File: src/rtl/usb_serial_pkg.sv
// usb_serial_pkg: shared widths, default FIFO depth and byte type for the USB serial bridge
package usb_serial_pkg;
  localparam int USB_BYTE_W = 8;
  localparam int USB_FIFO_DEPTH_LOG2_DEF = 6;
  typedef logic [USB_BYTE_W-1:0] usb_byte_t;
endpackage

File: src/rtl/usb_sync_fifo.sv
// usb_sync_fifo: FWFT synchronous FIFO with registered head; optional flush when USB_FIFO_FLUSH_EN is defined
module usb_sync_fifo
  import usb_serial_pkg::*;
#(
  parameter int DATA_W = USB_BYTE_W,
  parameter int DEPTH_LOG2 = USB_FIFO_DEPTH_LOG2_DEF
) (
  input  logic              clk,
  input  logic              rst_n,
`ifdef USB_FIFO_FLUSH_EN
  input  logic              flush,
`endif
  input  logic [DATA_W-1:0] wdata,
  input  logic              wvalid,
  output logic              wready,
  output logic [DATA_W-1:0] rdata,
  output logic              rvalid,
  input  logic              rready,
  output logic [DEPTH_LOG2:0] level
);
  localparam logic [DEPTH_LOG2:0] FULL_CNT = {1'b1, {DEPTH_LOG2{1'b0}}};
  localparam logic [DEPTH_LOG2:0] ONE_CNT = {{DEPTH_LOG2{1'b0}}, 1'b1};
  logic [DATA_W-1:0] mem [1<<DEPTH_LOG2];
  logic [DEPTH_LOG2-1:0] wptr, rptr, rptr_n;
  logic [DEPTH_LOG2:0] count, count_n;
  logic push, pop, head_bypass;
`ifndef USB_FIFO_FLUSH_EN
  logic flush;
  assign flush = 1'b0;
`endif
  assign wready = count != FULL_CNT;
  assign rvalid = count != '0;
  assign level = count;
  assign push = wvalid && wready;
  assign pop = rvalid && rready;
  assign rptr_n = rptr + DEPTH_LOG2'(pop);
  assign count_n = count + (DEPTH_LOG2+1)'(push) - (DEPTH_LOG2+1)'(pop);
  assign head_bypass = push && count_n == ONE_CNT;
  // storage array, no reset so it maps onto distributed RAM
  always_ff @(posedge clk)
    if (push && !flush) mem[wptr] <= wdata;
  // pointers, count and registered head; the head takes the incoming byte when it becomes the only entry
  always_ff @(posedge clk or negedge rst_n)
    if (!rst_n) begin
      wptr <= '0;
      rptr <= '0;
      count <= '0;
      rdata <= '0;
    end else if (flush) begin
      wptr <= '0;
      rptr <= '0;
      count <= '0;
    end else begin
      wptr <= wptr + DEPTH_LOG2'(push);
      rptr <= rptr_n;
      count <= count_n;
      if (count_n != '0) rdata <= head_bypass ? wdata : mem[rptr_n];
    end
endmodule

File: src/rtl/usb_serial_fifo_bridge.sv
// usb_serial_fifo_bridge: RX/TX byte FIFOs between the USB controller and the serial register block; flush ports via USB_FIFO_FLUSH_EN
module usb_serial_fifo_bridge
  import usb_serial_pkg::*;
#(
  parameter int DATA_W = USB_BYTE_W,
  parameter int DEPTH_LOG2 = USB_FIFO_DEPTH_LOG2_DEF
) (
  input  logic              clk,
  input  logic              rst_n,
`ifdef USB_FIFO_FLUSH_EN
  input  logic              flush_rx,
  input  logic              flush_tx,
`endif
  input  logic [DATA_W-1:0] usb_rx_data,
  input  logic              usb_rx_valid,
  output logic              usb_rx_ready,
  output logic [DATA_W-1:0] rx_data,
  output logic              rx_valid,
  input  logic              rx_ready,
  input  logic [DATA_W-1:0] tx_data,
  input  logic              tx_valid,
  output logic              tx_ready,
  output logic [DATA_W-1:0] usb_tx_data,
  output logic              usb_tx_valid,
  input  logic              usb_tx_ready,
  output logic [DEPTH_LOG2:0] rx_level,
  output logic [DEPTH_LOG2:0] tx_level
);
  usb_sync_fifo #(.DATA_W(DATA_W), .DEPTH_LOG2(DEPTH_LOG2)) u_rx_fifo (
    .clk(clk),
    .rst_n(rst_n),
`ifdef USB_FIFO_FLUSH_EN
    .flush(flush_rx),
`endif
    .wdata(usb_rx_data),
    .wvalid(usb_rx_valid),
    .wready(usb_rx_ready),
    .rdata(rx_data),
    .rvalid(rx_valid),
    .rready(rx_ready),
    .level(rx_level)
  );
  usb_sync_fifo #(.DATA_W(DATA_W), .DEPTH_LOG2(DEPTH_LOG2)) u_tx_fifo (
    .clk(clk),
    .rst_n(rst_n),
`ifdef USB_FIFO_FLUSH_EN
    .flush(flush_tx),
`endif
    .wdata(tx_data),
    .wvalid(tx_valid),
    .wready(tx_ready),
    .rdata(usb_tx_data),
    .rvalid(usb_tx_valid),
    .rready(usb_tx_ready),
    .level(tx_level)
  );
endmodule

File: config.mk
export PLATFORM = sky130hd
export DESIGN_NAME = usb_serial_fifo_bridge
export DESIGN_NICKNAME = d
export VERILOG_FILES = /design/src/rtl/usb_serial_pkg.sv /design/src/rtl/usb_sync_fifo.sv /design/src/rtl/usb_serial_fifo_bridge.sv
export SDC_FILE = /design/constraint.sdc
export NUM_CORES = 1
export LEC_CHECK = 0
export ABC_AREA = 1
export BUFFER_PORTS_ARGS = -buffer_cell sky130_fd_sc_hd__buf_2
export CORE_MARGIN = 2
export CORE_UTILIZATION = 45
export DETAILED_ROUTE_END_ITERATION = 10
export HOLD_SLACK_MARGIN = 0.08
export PLACE_DENSITY = 0.57
export SLEW_MARGIN = 20
export SYNTH_ARGS = -nofsm -noshare
export SYNTH_HDL_FRONTEND = slang
export SYNTH_SLANG_ARGS = --single-unit
File: constraint.sdc
create_clock -name clk -period 5.6 [get_ports clk]
set_clock_uncertainty 0.2 [all_clocks]
set_input_delay 1.68 -clock clk [delete_from_list [all_inputs] [get_ports clk]]
set_output_delay 1.68 -clock clk [all_outputs]
set_load 0.05 [all_outputs]
==> metrics.cfg <==
[route]
firstDrtPassIters=5
drc=0
wl_per_cell_um=22.2
antenna_left=0
vias=29300
drtIter0Drc=3210
routed_wl_mm=118
detail_route.vias_per_cell=5.53

[synthesis]
synth_cell_types=30
synth.yosys.seq_area_share_pct=72.1
ys_seq_elements=1078
ys_warn_count=0
syn_area_per_cell_um2=11.7
synth_area_um2=44500
netlist_instances=3800
syn_nets=3850

[global_routing]
use_met3_pct=5.21
track_usage_pct=23.1
grt_pass1_vias=28100
met1_usage_pct=35.2
grt_max_degree=85
use_met2_pct=33.0
top_usage_layer=met1
gr-total-overflow=0
antenna_found_initial=3
grt_pass1_wl_mm=178

[sta]
maxSlewHeadroom_pct=28.0
fin_setup_tns_ns=0
setup_viol=0
setup_ws_ns=1.60
worst_slew_pin_slew_ns=1.08
hold_viol=0
rsz0062_at_grt=no
final.period_utilization_pct=71.4
timing.fmax_mhz=250
slew_violations=0
layout_min_cycle_time_ns=4.00

[power]
power_density_nw_per_um2=587
ir_drop_v=0.000385
p_leak_nw=17.5

[clocking]
htree_levels=3
path_clk_slew_ns=0.07
cts_sinks=1078
ctsResizeCount=0
cts_root_buf=clkbuf_16
cts_buffer_depth=3
cts_tree=built
clkLatencyLatePin_ns=0.69
cts-buffers-inserted=112
cts-hold-fix-buffers=0
cts_setup_buffers=0

[setup_path]
cp_common_cell=nand3_1
slowest_stage=buf_4
crit_type=in2reg
critical_path_buf_inv_count=3
crit_family=simple AND/OR/NAND/NOR gates
worstPathMaxFanout=57
crit_chain=buf_2 -> nand2_1 -> inv_1 -> ha_4 -> buf_4 -> nor2_1 -> nor2_1 -> o21ai_0 -> nand3_1 -> nand3_1 -> nand3_1 -> nand3_1 -> nand3_1 -> nand2_1 -> nand2_1
worst-endpoint-arrival_ns=4.43
critPathLaunchType=primary input
max_stage_delay_ns=0.64
endpoint_kind=register
worstPathRequired_ns=6.04

[cells_and_area]
finish.instance_area_um2=50200
n_antenna_cell=0
layout-drive-gt1-share_pct=9.64
final_nets=3957
area_delta_synth_final_pct=12.8

[floorplan]
ios=56
num_rows=115
initial_core_util_pct=45.3
die_w_um=319
dieArea_um2=101000
dieHeight_um=319
core_area_um2=98300

[placement]
place.gp.congestion=0.859
port_buffers=55
pre_cts_slack_ns=0.885
dp_hpwl_mm=69.9
place_area_um2=46800

[hold_path]
hp-class=reg2reg

[status]
status=finished clean

[job]
drv_cap=0

final cells by class:
class	instances	area [um2]
Sequential cell	1078	32100
Fill cell	8605	48000
Multi-Input combinational cell	2398	11100
Timing Repair Buffer	204	1590
Clock inverter	64	413
Inverter	113	437
Tap cell	1287	1610
Clock buffer	147	3000
state kept, by name (all words and copies together) (netlist names):
name / count
u_tx_fifo.mem: 512
u_rx_fifo.rptr: 6
u_tx_fifo.level: 7
u_rx_fifo.wptr: 6
u_tx_fifo.rdata: 8
u_rx_fifo.rdata: 8
u_rx_fifo.level: 7
u_tx_fifo.wptr: 6
u_rx_fifo.mem: 512
u_tx_fifo.rptr: 6
power by group:
part           internal (mW)  switching (mW)  leakage [nW]
registers               9.34           0.314          9.85
clock network           3.89            3.09          1.68
logic                   3.74            9.13          6.01
cell usage after synthesis, drive strengths merged:
cell type	instances	area, um2
nor3	3	15.0
clkbuf	94	353
xnor2	4	42.6
clkinv	5	18.8
nand3	495	2480
nand4	20	125
nor2	963	3630
inv	108	405
buf	117	668
edfxtp	1024	30700
a21oi	6	30.0
xor2	20	213
nand3b	6	45.0
ha	26	325
fa	2	40.0
dfrtp	54	1350
o211ai	70	526
nand2	336	1270
o21ai	447	2240
layer usage:
metal  up-vias  part of all wire [%]
li1      13600                     -
met1     14400                    46
met2      1034                    43
met3       163                   8.5
met4         0                   2.3
met5         -                     0
through the flow:
stage          instances  power, mW  hold slack (ns)  util [%]
2_1_floorplan       3800       18.3            0.294         -
3_3_place_gp        5080       22.6            0.323      47.7
3_5_place_dp        5080       22.6            0.323      47.7
4_1_cts             5291       29.6            0.339      51.1
5_1_grt             5291       31.4            0.357      51.1
6_report            5291       29.5            0.334      51.1
worst register-to-register path, stage by stage (launching register included):
cell and delay, ns:
dfrtp_1 0.40, inv_1 0.08, ha_1 0.14, nand2_1 0.05, nor2_1 0.13, nand3b_1 0.11
nand2_1 0.10, inv_1 0.09, ha_4 0.58, buf_4 0.68, nor2_1 0.13, nor2_1 0.10
o21ai_0 0.09, nand3_1 0.17, nand3_1 0.11, nand3_1 0.11, nand3_1 0.24, nand3_1 0.18
nand2_1 0.06, nand2_1 0.05
cell families after synthesis:
logic type,count (synthesis),synth area share (%)
and+or+nand+nor,1823,17.0
DFF,1078,72.1
AOI/OAI and AO/OA,523,6.27
buffers and inverters,324,3.25
adders and majority gates,28,0.821
xor gates and xnor gates,24,0.573
path summary, 6_finish.rpt:
| kind | start | to | slack, ns | depth (start not counted) |
|---|---|---|---|---|
| max in group asynchronous | rst_n | u_tx_fifo.level[0] | 3.36 | 2 |
| max reg2reg | u_tx_fifo.level[2] | u_tx_fifo.rdata[6] | 1.75 | 19 |
| max | usb_tx_ready | u_tx_fifo.rdata[6] | 1.60 | 15 |
| min | u_rx_fifo.rdata[6] | u_rx_fifo.rdata[6] | 0.33 | 2 |
| min reg2reg | u_rx_fifo.rdata[6] | u_rx_fifo.rdata[6] | 0.33 | 2 |
| min in group asynchronous | rst_n | u_rx_fifo.level[3] | 0.89 | 1 |
layout by cell type (no fill, tap or decap), types with 3 or more instances in the layout:
cell type  instances
a21oi_1            6
clkbuf_8           4
ha_1              22
o21ai_0          295
nor2_1           959
inv_1             98
clkbuf_16        113
clkinv_1          34
o211ai_1          70
buf_4            133
edfxtp_1        1024
xor2_1            12
buf_2             55
xnor2_1            3
bufinv_16          3
inv_6              5
nand2_1          334
inv_2              6
nand4_1           20
clkbuf_1          30
clkinv_2          26
nor3_1             3
nand3_1          494
buf_12            16
xor2_2             6
dfrtp_1           54
o21ai_1          152
ha_4               4
nand3b_1           6
Power figures use the tool's default switching activity.
